### config.mk
export PLATFORM = sky130hd
export DESIGN_NAME = iter_divider
export DESIGN_NICKNAME = d
export VERILOG_FILES = /design/src/rtl/iter_divider.sv
export SDC_FILE = /design/constraint.sdc
export NUM_CORES = 1
export LEC_CHECK = 0
export ABC_AREA = 1
export CAP_MARGIN = 20
export CELL_PAD_IN_SITES_DETAIL_PLACEMENT = 1
export CELL_PAD_IN_SITES_GLOBAL_PLACEMENT = 2
export CORE_MARGIN = 1
export CORE_UTILIZATION = 35
export DETAILED_ROUTE_END_ITERATION = 10
export PLACE_DENSITY_LB_ADDON = 0.25
export SLEW_MARGIN = 20
export SYNTH_ARGS = -nofsm -noshare
export SYNTH_HDL_FRONTEND = slang
export SYNTH_SLANG_ARGS = --single-unit
### constraint.sdc
create_clock -name clk -period 12.54 [get_ports clk]
set_clock_uncertainty 0.1 [all_clocks]
set_input_delay 1.881 -clock clk [delete_from_list [all_inputs] [get_ports clk]]
set_output_delay 1.881 -clock clk [all_outputs]
set_load 0.02 [all_outputs]
### src/rtl/iter_divider.sv
// Iterative 32-bit radix-2 restoring divider for the E-stage DIV/DIVU path.
// Fixed 32-cycle calculation followed by a single-cycle DONE pulse; cancel and reset abort.
module iter_divider (
    input  logic        clk,
    input  logic        reset,
    input  logic        div,
    input  logic        div_signed,
    input  logic [31:0] div_op_a,
    input  logic [31:0] div_op_b,
    input  logic        cancel,
    output logic        div_complete,
    output logic        div_busy,
    output logic [31:0] div_lo,
    output logic [31:0] div_hi
);

    typedef enum logic [1:0] {IDLE, CALC, DONE} state_t;

    state_t      state, state_next;
    logic [4:0]  count;
    logic [31:0] rem;       // partial remainder; its 33rd bit only exists during a step
    logic [31:0] quo;       // dividend magnitude shifts out as quotient bits shift in
    logic [31:0] b_mag;
    logic [31:0] a_lat;
    logic        neg_q;
    logic        neg_r;
    logic        b_zero;

    logic        start;
    logic        step_en;
    logic        last_step;
    logic        a_neg;
    logic        b_neg;
    logic [31:0] a_abs;
    logic [31:0] b_abs;
    logic [32:0] shifted;
    logic [32:0] diff;
    logic        fits;
    logic [31:0] rem_step;
    logic [31:0] quo_step;
    logic [31:0] q_fix;
    logic [31:0] r_fix;

    assign start     = (state == IDLE) && div && !cancel;
    assign step_en   = (state == CALC) && !cancel;
    assign last_step = step_en && (count == 5'd31);

    assign a_neg = div_signed && div_op_a[31];
    assign b_neg = div_signed && div_op_b[31];
    assign a_abs = a_neg ? (32'd0 - div_op_a) : div_op_a;
    assign b_abs = b_neg ? (32'd0 - div_op_b) : div_op_b;

    // A borrow out of bit 32 means the shifted remainder is smaller than the divisor.
    assign shifted  = {rem, quo[31]};
    assign diff     = shifted - {1'b0, b_mag};
    assign fits     = !diff[32];
    assign rem_step = fits ? diff[31:0] : shifted[31:0];
    assign quo_step = {quo[30:0], fits};

    assign q_fix = neg_q ? (32'd0 - quo_step) : quo_step;
    assign r_fix = neg_r ? (32'd0 - rem_step) : rem_step;

    // NOTE: sequential state uses non-blocking assignments so every register
    // samples pre-edge values regardless of statement order.
    always_ff @(posedge clk or negedge reset) begin
        if (!reset) begin
            state <= IDLE;
        end else begin
            state <= state_next;
        end
    end

    // NOTE: every output of this block gets a default first so no path can
    // leave a signal unassigned and infer a latch.
    always_comb begin
        state_next   = state;
        div_complete = 1'b0;
        div_busy     = 1'b0;
        case (state)
            IDLE: begin
                if (div && !cancel) state_next = CALC;
            end
            CALC: begin
                div_busy = 1'b1;
                if (cancel)                 state_next = IDLE;
                else if (count == 5'd31)    state_next = DONE;
            end
            DONE: begin
                div_busy     = 1'b1;
                div_complete = !cancel;
                state_next   = IDLE;
            end
            default: state_next = IDLE;
        endcase
    end

    // NOTE: the datapath is reset too, so outputs read as zero straight out of
    // reset and nothing from an aborted operation can leak later.
    always_ff @(posedge clk or negedge reset) begin
        if (!reset) begin
            count  <= '0;
            rem    <= '0;
            quo    <= '0;
            b_mag  <= '0;
            a_lat  <= '0;
            neg_q  <= 1'b0;
            neg_r  <= 1'b0;
            b_zero <= 1'b0;
            div_lo <= '0;
            div_hi <= '0;
        end else if (start) begin
            count  <= '0;
            rem    <= '0;
            quo    <= a_abs;
            b_mag  <= b_abs;
            a_lat  <= div_op_a;
            neg_q  <= a_neg ^ b_neg;
            neg_r  <= a_neg;
            b_zero <= (div_op_b == 32'd0);
        end else if (step_en) begin
            count <= count + 5'd1;
            rem   <= rem_step;
            quo   <= quo_step;
            if (last_step) begin
                if (b_zero) begin
                    div_lo <= 32'hFFFF_FFFF;
                    div_hi <= a_lat;
                end else begin
                    div_lo <= q_fix;
                    div_hi <= r_fix;
                end
            end
        end
    end

endmodule
# Yosys cells after proc, flatten, opt, wreduce, memory -nomap -nowiden
# Index checks and enable logic that the tools add are counted.
totals:
  wordCells: 58
  regBits: 202
  input_bits: 69
  out_inout_bits: 66
op_classes:
  n_mux: 19
  n_bitwise: 2
  n_eq_ne: 5
  add_sub_neg: 6
  n_reduce_logical: 15
ops:
  columns: ["operator", "n"]
  rows:
  - ["two-way mux 32 bit", 11]
  - ["subtractor 1 x 32 -> 32 bit, first input constant", 4]
  - ["subtractor 33 x 32 -> 33 bit", 1]
  - ["logical NOT 32 bit", 1]
  - ["two-way mux 5 bit", 2]
  - ["logical AND 1 bit", 7]
  - ["two-way mux 2 bit", 3]
  - ["adder 5 x 1 -> 5 bit, second input constant", 1]
  - ["== test 5 bit, second input constant", 1]
  - ["case mux 2 bit (2 select lines)", 1]
  - ["!= test 3 x 2 -> 1 bit, second input constant", 1]
  - ["AND reduction 3 bit", 1]
  - ["== test 2 x 1 -> 1 bit, second input constant", 1]
  - ["== test 2 bit, second input constant", 1]
  - ["logical NOT 1 bit", 2]
  - ["logical NOT 2 bit", 1]
  - ["two-way mux 1 bit", 2]
  - ["!= test 2 x 1 -> 1 bit, second input constant", 1]
  - ["AND reduction 2 bit", 1]
  - ["nonzero test 2 bit", 1]
  - ["OR reduction 2 bit", 1]
  - ["NOT 1 bit", 1]
  - ["bitwise XOR 1 bit", 1]

# Logic depth before layout (Yosys ltp)
logic_depth:
  depth_word: 5
  depth_mapped: 28
  ltp_nobuf: 27

# Least setup slack after synthesis
# No wires, ideal clock.
synth_path:
  path_type: "in2out"
  from: "input port cancel"
  to: "output port div_complete"
  arrival_ps: 2174
  stages: 1
  n_path_buf: 0
  required_ps: 10559
  slack_ps: 8385
  cell_sequence: "nor2_1"
synth_via:
  elab_chain_cells: 2
synth_lines:
  columns: ["item", "line", "rtl"]
  rows:
  - ["start: declaration", "10", "input logic cancel,"]
  - ["logical NOT 1 bit", "90", "div_complete = !cancel;"]
  - ["two-way mux 1 bit", "79", "case (state)"]
  - ["end: declaration", "11", "output logic div_complete,"]
# No other way between the ends.

# Worst setup path after layout
layout_path:
  from: "input port cancel"
  to: "register div_lo[3]"
layout_via:
  elab_chain_cells: 4
  word_cells_on_any_way: 6
  classes_between: "bitwise: 1; reduce/logical: 5"
layout_lines:
  columns: ["item", "line", "rtl"]
  rows:
  - ["logical NOT 1 bit *", "44, 45", null]
  - ["logical AND 1 bit (on tied branches)", "45, 44", null]
  - ["logical AND 1 bit or NOT 1 bit (tied branches)", null, null]
  - ["AND reduction 3 bit (no source line) *", null, null]
  - ["end signal: assignment", "129", "div_lo <= q_fix;"]
  - ["end: declaration", "13", "output logic [31:0] div_lo,"]
# Every way passes the cells marked *; elsewhere a longest branch is shown, timed or not.
# A chain may end at the register's enable or synchronous reset.

==> qor.txt <==
Total standard cell area after synthesis: 0.0142 mm^2
Cell occurring most often along the worst timing path: sky130_fd_sc_hd__inv_1
Number of standard cells after synthesis: 2088
Path class of the lowest-slack min-delay path: reg2reg
Mean post-synth cell area: 6.78 um^2
Die Wd: 203 um
Tightest slew margin relative to the limit: 33.0%
Fraction of the yosys area taken by sequential cells: 35.7%
Setup violations, final: 0
Global-route track usage on met3: 3.47%
Largest net degree at the start of global routing: 88
RSZ-0062 raised after global routing: no
Fraction of post-synthesis cell area in the top cell type by area: 35.7%
Global-route track usage on met1: 36.5%
Remaining antenna violation count after routing: 0
CP startpoint kind: input port
Number of setup buffers added after CTS: 0
Peak VDD IR: 0.104 mV
Cells traversed along the worst timing path: clkdlybuf4s50_1, inv_1, nand2_1, inv_1, nand2_2, buf_4, inv_1, nand2_2, buf_4, nor2_1, inv_1, o32ai_1, inv_1
Number of sinks handled by clock tree synthesis: 202
Global-route wire length before repair: 84700 um
Busiest grt layer: met2
Share of final-layout standard cells stronger than drive strength 1: 5.60%
Number of DRC violations after detailed-routing iteration 0: 862
Setup slack of the worst register-to-register path: 7.23 ns
Total number of vias: 14262
Clock tree root driver cell: sky130_fd_sc_hd__clkbuf_16
Total clock buffers created by CTS: 26
First drt pass iteration count: 5
Count of buffers from port buffering: 134
Synthesis warning total: 0
Kind of capture point of the worst setup path: register
Transition at the pin with the smallest max-transition slack: 1.00 ns
Cell with the biggest individual delay on the critical path: sky130_fd_sc_hd__nor2_1
Flip-flop and latch count after synthesis: 202
Met2 usage in global routing: 43.9%
Cell types occupying the most area after synthesis: sky130_fd_sc_hd__dfrtp_1 (36%), sky130_fd_sc_hd__nand2_1 (16%), sky130_fd_sc_hd__inv_1 (7.6%)
Core Box Area: 0.0398 mm^2
Drt via density: 5.21
Peak Freq: 0.179 GHz
N_diodes: 0
Max FO, Critical Path: 61
Detailed-placement wirelength estimate: 41500 um
Boundary pin count: 135
Hold-fix buffers at CTS: 0
Shortest clock period the worst path allows after layout: 5.59 ns
Antenna violations before repair: 3
Max-slew violations: 0
Layout Area Growth over Synthesis: 19.2%
TritonCTS clock tree: built
Crit-path leading delay family: buffers and inverters
Placer Congestion: 0.898
Start-to-end type of the worst setup path: in2reg
Post-Route Setup TNS: 0 ns
Reported max-cap violation count: 0
Row cnt: 73
Util after Layout: 42.4%
Final cycle utilization of the critical path: 44.6%
CTS resizes: 0
Starting density of the core: 35.6%
Global route total overflow: 0
Synth async-reset ratio: 100%
Distinct cells, synth: 60
Final number of hold-violating endpoints: 0
Buf+Inv Stages, Crit Path: 8
Arrival time at the worst endpoint: 5.92 ns
Clock transition at the register clock pins on the worst setup and hold paths after CTS: 0.06 ns
Most common flop cell mapped by yosys: sky130_fd_sc_hd__dfrtp_1
Layout fillers: 5171
Outcome: finished clean
Maximum level of the CTS H-tree: 1
Leakage: 8.56 nW
Final #Nets: 2304
Largest stage delay, worst path: 0.83 ns
Via count of the first global-routing pass: 14719
Clk buf depth: 3
Die Y: 203 um
Cell type contributing the most total cell area after synthesis: sky130_fd_sc_hd__dfrtp_1
Power per cell area: 293 mW/mm^2
Detailed-route wire length: 54000 um
Final routed wire length divided by cell count: 19.7 um
Clock network latency to the later pin of the worst-skew pair: 0.55 ns
Die area: 0.0413 mm^2
EDFF count, synth: 0
Net count after synthesis: 2199
Combined global-route utilization of all metal layers: 26.5%
Data required time at the worst endpoint: 12.86 ns
DRC: 0
worst min-delay path, stage by stage, from the launching register on:
cell and delay, ns:
sky130_fd_sc_hd__dfrtp_1 0.34, sky130_fd_sc_hd__nand2_1 0.05, sky130_fd_sc_hd__nand2_1 0.05
Yosys cell counts, drive strengths merged (7+ instances only):
cell type  count
clkbuf        56
a31oi          9
a21oi         84
xor2          44
o31ai          9
inv          294
o22ai         55
nor4           7
o211ai        10
o21ai        141
ha            41
xnor2         21
o221ai         7
nand3        126
nor3          30
o22a           7
o2111ai       10
nand2        652
buf           13
dfrtp        202
nand4         18
nor2         206
layout by cell type (no fill, tap or decap), drive strengths merged, types with 7 or more instances in the layout:
cell type      instances
ha                    41
xnor2                 21
clkinv                11
nor3                  30
o22ai                 55
inv                  296
a21oi                 84
o2111ai               10
nor4                   7
buf                   13
clkbuf                34
dfrtp                202
a31oi                  9
o31ai                  9
o221ai                 7
clkdlybuf4s50        133
nand3                126
o21ai                141
nand4                 18
nor2                 206
nand2                652
xor2                  44
o22a                   7
o211ai                10
cell type report:
| cell class | instances | area, um^2 | area share (%) |
|---|---|---|---|
| clock buffer | 34 | 732 | 4.34 |
| clock inverter | 14 | 179 | 1.06 |
| inverter | 299 | 1120 | 6.65 |
| multi-input combinational | 1518 | 7700 | 45.6 |
| sequential | 202 | 5050 | 29.9 |
| tap | 525 | 657 | 3.89 |
| timing repair buffer | 146 | 1440 | 8.51 |
cells by family after synthesis:
logic type      share of synthesized area, %
compound gates                          15.3
xor+xnor                                4.02
fa+ha+maj                               3.76
buf+inv                                 10.1
flops                                   35.7
mux                                   0.0795
simple gates                            31.1
worst paths after layout:
kind / cells after the start / end / start
max: 13 / div_lo[3]$_DFFE_PN0P_ / cancel
min: 2 / div_hi[29]$_DFFE_PN0P_ / div_hi[29]$_DFFE_PN0P_
max reg2reg: 24 / div_lo[28]$_DFFE_PN0P_ / quo[31]$_DFFE_PN0P_
min reg2reg: 2 / div_hi[29]$_DFFE_PN0P_ / div_hi[29]$_DFFE_PN0P_
max in group asynchronous: 3 / quo[20]$_DFFE_PN0P_ / reset
min in group asynchronous: 1 / rem[26]$_DFFE_PN0P_ / reset
state kept, by name, summed over array words and instances, names as in the netlist:
register / cells
b_mag: 32
a_lat: 32
div_lo: 32
rem: 32
neg_q: 1
state: 2
b_zero: 1
div_hi: 32
neg_r: 1
quo: 32
count: 5
stage by stage:
step	hold slack (ns)	setup slack (ns)	cell area (um^2)	std cells	total power, mW
floorplan	0.333	8.39	14200	2088	3.21
global placement	0.356	6.50	16000	2690	4.09
detailed placement	0.359	6.41	16000	2690	4.14
CTS	0.386	6.98	16900	2738	4.98
global route	0.415	6.58	16900	2738	5.40
finish	0.378	6.95	16900	2738	4.95
per-layer routing:
metal / share of wire [%] / vias up
li1: - / 6948
met1: 47 / 6967
met2: 46 / 276
met3: 4.1 / 71
met4: 2.4 / 0
met5: 0 / -
power breakdown:
| group | switching, mW | internal (mW) |
|---|---|---|
| clock | 0.310 | 0.493 |
| sequential | 0.155 | 0.843 |
| combinational | 2.20 | 0.951 |
| total | 2.66 | 2.29 |
Note: power is estimated with default switching activity, not from simulation.
